[config.mk]
export PLATFORM = sky130hd
export DESIGN_NAME = obstacle_renderer_flat
export DESIGN_NICKNAME = d
export VERILOG_FILES = /design/src/rtl/obstacle_renderer_if.sv /design/src/rtl/obstacle_renderer.sv /design/src/flat_wrapper.sv
export SDC_FILE = /design/constraint.sdc
export NUM_CORES = 1
export LEC_CHECK = 0
export ABC_AREA = 1
export BUFFER_PORTS_ARGS = -buffer_cell sky130_fd_sc_hd__buf_2
export CAP_MARGIN = 20
export CORE_MARGIN = 1
export CORE_UTILIZATION = 60
export DETAILED_ROUTE_END_ITERATION = 8
export PLACE_DENSITY = 0.81
export SETUP_SLACK_MARGIN = 0.5
export SLEW_MARGIN = 10
export SYNTH_ARGS = -nofsm -noshare
export SYNTH_HDL_FRONTEND = slang
export SYNTH_SLANG_ARGS = --single-unit
[constraint.sdc]
create_clock -name clk -period 2.75 [get_ports clk]
set_input_delay 0.1375 -clock clk [delete_from_list [all_inputs] [get_ports clk]]
set_output_delay 0.1375 -clock clk [all_outputs]
set_load 0.02 [all_outputs]
[src/rtl/obstacle_renderer_if.sv]
// rtl/obstacle_renderer_if.sv - scan-position / obstacle-flag bundle between graphics top and obstacle renderer
interface obstacle_renderer_if #(
  parameter int CONV = 0
);
  logic [9:CONV] i_hpos;
  logic [9:CONV] i_vpos;
  logic          i_game_tick_60hz;
  logic [2:0]    i_speed;
  logic          i_spawn;
  logic          i_halt;
  logic          o_color_obstacle;
  logic [1:0]    o_active;
  logic          o_passed;
  logic          o_spawn_drop;

  // graphics top side: drives scan position and game control, consumes the flag
  modport master (
    output i_hpos, i_vpos, i_game_tick_60hz, i_speed, i_spawn, i_halt,
    input  o_color_obstacle, o_active, o_passed, o_spawn_drop
  );

  // renderer side
  modport slave (
    input  i_hpos, i_vpos, i_game_tick_60hz, i_speed, i_spawn, i_halt,
    output o_color_obstacle, o_active, o_passed, o_spawn_drop
  );
endinterface

[src/rtl/obstacle_renderer.sv]
// rtl/obstacle_renderer.sv - two-slot scrolling obstacle store with per-pixel hit flag
module obstacle_renderer #(
  parameter int CONV     = 0,
  parameter int GROUND_Y = 400,
  parameter int OBS_W    = 16,
  parameter int OBS_H    = 32,
  parameter int SPAWN_X  = 640
) (
  input  logic              clk,
  input  logic              rst_n,
  obstacle_renderer_if.slave bus
);

  typedef enum logic {
    S_IDLE   = 1'b0,
    S_ACTIVE = 1'b1
  } slot_state_t;

  localparam logic signed [10:0] SPAWN_X11 = 11'(SPAWN_X);
  localparam logic signed [11:0] W12       = 12'(OBS_W);
  localparam logic signed [11:0] V_TOP     = 12'(GROUND_Y - OBS_H);
  localparam logic signed [11:0] V_BOT     = 12'(GROUND_Y);
  localparam logic signed [11:0] H_LIMIT   = 12'sd640;

  slot_state_t        state [2];
  logic signed [10:0] x     [2];
  logic               passed_q;
  logic               drop_q;

  logic signed [10:0] nx     [2];
  logic        [1:0]  retire;
  logic               move_en;
  logic               spawn_free;
  logic               spawn_sel;

  logic        [9:0]  h10;
  logic        [9:0]  v10;
  logic signed [11:0] h12;
  logic signed [11:0] v12;
  logic signed [11:0] xs     [2];
  logic        [1:0]  hit;

  // Candidate positions after a tick, and which slots fall fully off the left edge
  always_comb begin
    move_en = bus.i_game_tick_60hz && !bus.i_halt;
    retire  = 2'b00;
    for (int i = 0; i < 2; i++) begin
      nx[i] = x[i] - $signed({8'b0, bus.i_speed});
      if (move_en && state[i] == S_ACTIVE &&
          ($signed({nx[i][10], nx[i]}) + W12 <= 12'sd0)) begin
        retire[i] = 1'b1;
      end
    end
  end

  // Spawn target is the lowest slot idle before this edge; retiring slots still count as busy
  always_comb begin
    spawn_free = (state[0] == S_IDLE) || (state[1] == S_IDLE);
    spawn_sel  = (state[0] == S_IDLE) ? 1'b0 : 1'b1;
  end

  // Per-slot FSM plus registered event pulses; halt freezes everything
  always_ff @(posedge clk or negedge rst_n) begin
    if (!rst_n) begin
      for (int i = 0; i < 2; i++) begin
        state[i] <= S_IDLE;
        x[i]     <= SPAWN_X11;
      end
      passed_q <= 1'b0;
      drop_q   <= 1'b0;
    end else begin
      passed_q <= 1'b0;
      drop_q   <= 1'b0;
      if (!bus.i_halt) begin
        for (int i = 0; i < 2; i++) begin
          case (state[i])
            S_ACTIVE: begin
              if (retire[i]) begin
                state[i] <= S_IDLE;
                x[i]     <= SPAWN_X11;
              end else if (move_en) begin
                x[i] <= nx[i];
              end
            end
            default: begin
              if (bus.i_spawn && spawn_free && spawn_sel == 1'(i)) begin
                state[i] <= S_ACTIVE;
                x[i]     <= SPAWN_X11;
              end
            end
          endcase
        end
        passed_q <= |retire;
        drop_q   <= bus.i_spawn && !spawn_free;
      end
    end
  end

  // Full-resolution scan position, zero-extended to signed 12 bits for the compares
  always_comb begin
    h10 = 10'(bus.i_hpos) << CONV;
    v10 = 10'(bus.i_vpos) << CONV;
    h12 = $signed({2'b00, h10});
    v12 = $signed({2'b00, v10});
  end

  // Pixel is inside an active obstacle box; off-screen columns never match
  always_comb begin
    for (int i = 0; i < 2; i++) begin
      xs[i]  = $signed({x[i][10], x[i]});
      hit[i] = (state[i] == S_ACTIVE) &&
               (h12 >= xs[i]) && (h12 < xs[i] + W12) && (h12 < H_LIMIT) &&
               (v12 >= V_TOP) && (v12 < V_BOT);
    end
  end

  assign bus.o_color_obstacle = |hit;
  assign bus.o_active         = {state[1] == S_ACTIVE, state[0] == S_ACTIVE};
  assign bus.o_passed         = passed_q;
  assign bus.o_spawn_drop     = drop_q;

endmodule

[src/flat_wrapper.sv]
// flat-port wrapper written by rule: the top's interface ports become plain ports
module obstacle_renderer_flat 
#(
  parameter int CONV     = 0,
  parameter int GROUND_Y = 400,
  parameter int OBS_W    = 16,
  parameter int OBS_H    = 32,
  parameter int SPAWN_X  = 640
)
  (clk, rst_n, bus_i_hpos, bus_i_vpos, bus_i_game_tick_60hz, bus_i_speed, bus_i_spawn, bus_i_halt, bus_o_color_obstacle, bus_o_active, bus_o_passed, bus_o_spawn_drop);
  obstacle_renderer_if #(.CONV(CONV)) bus_i ();
  input  logic clk;
  input  logic rst_n;
  input wire logic [$bits(bus_i.i_hpos)-1:0] bus_i_hpos;
  input wire logic [$bits(bus_i.i_vpos)-1:0] bus_i_vpos;
  input wire logic [$bits(bus_i.i_game_tick_60hz)-1:0] bus_i_game_tick_60hz;
  input wire logic [$bits(bus_i.i_speed)-1:0] bus_i_speed;
  input wire logic [$bits(bus_i.i_spawn)-1:0] bus_i_spawn;
  input wire logic [$bits(bus_i.i_halt)-1:0] bus_i_halt;
  output wire logic [$bits(bus_i.o_color_obstacle)-1:0] bus_o_color_obstacle;
  output wire logic [$bits(bus_i.o_active)-1:0] bus_o_active;
  output wire logic [$bits(bus_i.o_passed)-1:0] bus_o_passed;
  output wire logic [$bits(bus_i.o_spawn_drop)-1:0] bus_o_spawn_drop;
  assign bus_i.i_hpos = bus_i_hpos;
  assign bus_i.i_vpos = bus_i_vpos;
  assign bus_i.i_game_tick_60hz = bus_i_game_tick_60hz;
  assign bus_i.i_speed = bus_i_speed;
  assign bus_i.i_spawn = bus_i_spawn;
  assign bus_i.i_halt = bus_i_halt;
  assign bus_o_color_obstacle = bus_i.o_color_obstacle;
  assign bus_o_active = bus_i.o_active;
  assign bus_o_passed = bus_i.o_passed;
  assign bus_o_spawn_drop = bus_i.o_spawn_drop;
  obstacle_renderer #(.CONV(CONV), .GROUND_Y(GROUND_Y), .OBS_W(OBS_W), .OBS_H(OBS_H), .SPAWN_X(SPAWN_X)) u_core (.clk(clk), .rst_n(rst_n), .bus(bus_i));
endmodule
After elaboration in Yosys (flattened, before gate mapping)
Cells that the tools add are included.

word-level totals
  memory bits (writable) = 0
  memories = 0
  word-level logic and storage cells = 73
  memory bits (read-only) = 0
  latch bits = 0
  register bits = 26

operators by class
  mux-type cells = 19
  reductions and logical operators = 28
  add/subtract/negate cells = 6
  shifts and indexed selects = 0
  bitwise operators = 3
  multiply operators = 0
  magnitude comparators = 9
  eq/ne operators = 2
  div/mod/pow operators = 0

operator list
  operator                                                             number
  2-to-1 mux 11 bit                                                    8
  adder 11 x 6 -> 12 bit (second input constant)                       4
  <= comparator 12 x 1 -> 1 bit (second input constant)                2
  less-than comparator 11 x 12 -> 1 bit                                2
  greater-or-equal comparator 11 bit                                   2
  subtractor 11 x 4 -> 11 bit                                          2
  logical AND 1 bit                                                    19
  2-to-1 mux 1 bit                                                     11
  greater-or-equal comparator 10 x 9 -> 1 bit (second input constant)  1
  less-than comparator 10 bit (second input constant)                  1
  less-than comparator 10 x 9 -> 1 bit (second input constant)         1
  != test 3 bit (second input constant)                                2
  AND reduction 3 bit                                                  2
  nonzero test 2 bit                                                   2
  OR reduction 2 bit                                                   2
  inverter 1 bit                                                       3
  logical NOT 1 bit                                                    2
  logical OR 1 bit                                                     1

Depth between registers and ports, before layout
  word-level depth = 7
  mapped depth = 17
  depth with buffers taken out = 16

Worst setup path after synthesis
OpenSTA, ideal clock, no wires.

  kind = register to output
  from = reg u_core.x[17] (netlist bit)
  to = out bus_o_color_obstacle
  path buffers = 0
  path slack = 0.640 ns
  required time = 2.612 ns
  data arrival time = 1.973 ns
  cell stages (with the launch flop) = 13
  cells stage by stage = dfrtp_1 -> inv_2 -> nor3_1 -> xor2_1 -> ha_1 -> a21oi_1 -> o21a_1 -> nand2_1 -> nand2_1 -> nand2_1 -> nand2_1 -> nand3_1 -> a21oi_1

between the ends
  word-level cells in the longest chain between the ends = 7

RTL lines
  element                                                                              line                                                source
  start: declaration                                                                   obstacle_renderer.sv:26                             logic signed [10:0] x [2];
  start signal: indexed assignment                                                     obstacle_renderer.sv:82                             x[i] <= nx[i];
  adder 11 x 6 -> 12 bit / greater-or-equal comparator 11 bit (equally long branches)  obstacle_renderer.sv:112                            (h12 >= xs[i]) && (h12 < xs[i] + W12) && (h12 < H_LIMIT) &&
  less-than comparator 11 x 12 -> 1 bit / logical AND 1 bit (equally long branches)    obstacle_renderer.sv:112, obstacle_renderer.sv:111
  logical AND 1 bit * (3 in a row)                                                     obstacle_renderer.sv:112
  logical AND 1 bit *                                                                  obstacle_renderer.sv:113                            (v12 >= V_TOP) && (v12 < V_BOT);
  OR reduction 2 bit *                                                                 obstacle_renderer.sv:117                            assign bus.o_color_obstacle = |hit;
  end: declaration                                                                     flat_wrapper.sv:20                                  output wire logic [$bits(bus_i.o_color_obstacle)-1:0] bus_o_color_obstacle;

Every way passes the cells marked *; elsewhere a longest branch is shown, timed or not.

Final worst setup path
  from = reg u_core.x[4] (netlist bit)
  to = out bus_o_color_obstacle

Same word-level chain as after synthesis.

==> results.json <==
{
  "grt.busiest_layer": "met2",
  "grt_max_degree": 27,
  "die-area_um2": 5470,
  "period_needed_ns": 2.45,
  "grt_use_met1": 0.434,
  "grt_pass1_vias": 2903,
  "syn_avg_cell_area_um2": 6.92,
  "numCtsBuffers": 3,
  "dp_cells": 541,
  "setup_violations": 0,
  "finalWirelength_mm": 8.36,
  "cts_max_path_buffers": 2,
  "drv_slew": 0,
  "post-route-period-util": 0.892,
  "hold_viol_final": 0,
  "cp.arrival_ns": 2.31,
  "std_cell_rows": 25,
  "clk_pin_slew_ns": 0.10,
  "critPathRequiredTime_ns": 2.61,
  "synth_top_area_frac": 0.177,
  "io_buffers": 28,
  "wire_per_inst_um": 14.8,
  "power_frac_clock": 0.073,
  "htreeDepth": 1,
  "outcome": "finished, final reports clean",
  "grt_util_met3": 0.0393,
  "netlist_area_um2": 3110,
  "powerDensity_nw_per_um2": 987,
  "synthToLayoutAreaGrowth_pct": 19.1,
  "final_nets": 570,
  "io_pins": 33,
  "start_util": 0.641,
  "critical_path.startpoint_type": "flip-flop",
  "ys_types": 33,
  "place.gp.congestion": 0.866,
  "cts_root_buf": "clkbuf_8",
  "final_antenna_net_count": 0,
  "fin_tns_setup_ns": 0,
  "grt_pass1_wl_mm": 13.1,
  "final_common_cell": "nand2_1",
  "first_iter_violations": 260,
  "globalRouteMet2Util": 0.515,
  "combPwrFrac": 0.737,
  "slew_headroom": 0.563,
  "switchingPower_mw": 1.95,
  "rsz0062_at_grt": "true",
  "fin_area_um2": 3700,
  "die_w_um": 74.0,
  "yosys.area.top_type": "dfrtp_1",
  "ir_worst_vdd_v": 0.000520,
  "syn_nets": 521,
  "grt_use_total": 0.311,
  "layout_common_cells": "nand2_1 (99), inv_1 (47), nor2_1 (40)",
  "dr.pass1.iters": 7,
  "numClockSinks": 26,
  "dp_hpwl_mm": 5.84,
  "tightestPinTransition_ns": 0.655,
  "die_y_um": 74.0,
  "grt-ovfl-total": 0,
  "vias_per_cell": 5.68,
  "p_int_mw": 1.70,
  "ys_seq_area_frac": 0.211,
  "worstPathMaxFanout": 6,
  "drive_above_1_share": 0.284,
  "tritoncts": "yes",
  "antennaDiodeCount": 0,
  "fin_skew_ns": 0.00252,
  "insertion_delay_ns": 0.28,
  "power_mw": 3.65,
  "hp-class": "input pin to flip-flop",
  "ys_ff_latch": 26,
  "max_freq_mhz": 408,
  "placed_cell_area_um2": 3300,
  "nFillCells": 382,
  "crit_path_end_kind": "output port",
  "syn_inst": 449,
  "sequentialPowerShare": 0.190,
  "worstSetupPathType": "flip-flop to output port",
  "p_sw_frac": 0.534,
  "antenna_found_initial": 0,
  "vias": 3201,
  "power.leakage_nw": 1.89,
  "synth_warnings": 0,
  "maxCapViolations": 0,
  "route.detailed.drc": 0,
  "stdcell_count": 564,
  "coreArea_um2": 4850,
  "synth_area_leaders": "dfrtp_1 (18%), ha_1 (17%), nand2_1 (13%)"
}
Yosys cell counts:
library cell,n
nand2_1,108
buf_4,2
nor3b_1,1
o21ai_0,11
nor2_4,4
a22o_1,1
buf_2,2
o21ai_1,13
dfstp_2,4
ha_1,42
xor2_1,9
xnor2_1,2
nand3_4,1
o22ai_1,1
dfrtp_1,22
o21bai_1,3
o21a_1,2
nor3_1,7
nand3_2,20
and3_1,1
a21o_1,1
nor2_2,4
inv_1,54
inv_2,9
buf_6,3
a21oi_1,25
nand3_1,31
fa_1,2
nor2_1,43
nor4_1,1
or2_2,1
nand4_1,12
nand2_2,7
cell type report:
class / count / area (um^2) / share of cell area
multi-input combinational: 354 / 2340 / 0.631
sequential: 26 / 657 / 0.177
timing repair buffer: 50 / 330 / 0.0892
inverter: 63 / 239 / 0.0646
tap: 67 / 83.8 / 0.0227
clock buffer: 4 / 55.1 / 0.0149
power by group through the flow:
stage	logic, mW	registers (mW)	clock network (mW)
final	2.69	0.695	0.265
after global routing	2.99	0.709	0.281
after CTS	2.43	0.682	0.268
after detailed placement	2.23	0.709	0
after global placement	2.15	0.708	0
after floorplan	1.76	0.700	0
path summary, 6_finish.rpt:
check	from	to	slack, ns	cells past startpoint
min in group asynchronous	rst_n	u_core.x[19]	0.41	2
setup reg to reg	u_core.x[0]	u_core.x[4]	0.53	15
hold / removal	bus_i_halt	u_core.bus.o_spawn_drop	0.02	2
max in group asynchronous	rst_n	u_core.x[4]	1.88	2
setup / recovery	u_core.x[4]	bus_o_color_obstacle	0.30	14
hold reg to reg	u_core.x[2]	u_core.x[2]	0.58	2
flip-flops by register name, indices dropped and copies added (netlist names):
signal / flops
u_core.bus.o_spawn_drop: 1
u_core.bus.o_passed: 1
u_core.bus.o_active: 2
u_core.x: 22
stage by stage:
step                hold slack, ns   util  worst slack, ns
finish                      0.0156  0.763            0.298
global route                0.0373  0.763            0.114
CTS                         0.0199  0.733            0.342
detailed placement           0.196  0.681            0.355
global placement             0.200  0.681            0.413
floorplan                   -0.158      -            0.640
worst max-delay path, stage by stage, from the launching register on:
cell and delay [ns]:
dfrtp_2 0.43, inv_4 0.07, nor3_4 0.20, xor2_1 0.10
ha_1 0.32, nand2_2 0.09, nor3b_2 0.23, nand2_1 0.08
nand2_1 0.08, nand2_1 0.05, nand2_1 0.05, nand2_1 0.05
nand3_2 0.07, a21oi_2 0.05, buf_4 0.15
logic make-up after synthesis:
| family | synth area share |
|---|---|
| AND/OR/NAND/NOR | 0.383 |
| XOR/XNOR | 0.0310 |
| flip-flops | 0.211 |
| adder cells (fa/ha/maj) | 0.182 |
| buffers and inverters | 0.0950 |
| AO/OA/AOI/OAI | 0.0982 |
metal layers:
layer | routed length [um] | part of all wire | vias to the layer above
li1 | - | - | 1571
met1 | 3720 | 0.44 | 1488
met2 | 3990 | 0.48 | 125
met3 | 530 | 0.063 | 17
met4 | 119 | 0.014 | 0
met5 | 0 | 0 | -
timing repair:
action                                  CTS  global route
gates resized for setup                  17            40
pin swaps                                 6            20
buffers inserted                         15             2
hold endpoints to repair                 22             0
hold buffers                              1             0
endpoints found under the setup margin   26            26
cloned                                    1             0
No activity file was read; power rests on OpenSTA's default activity.
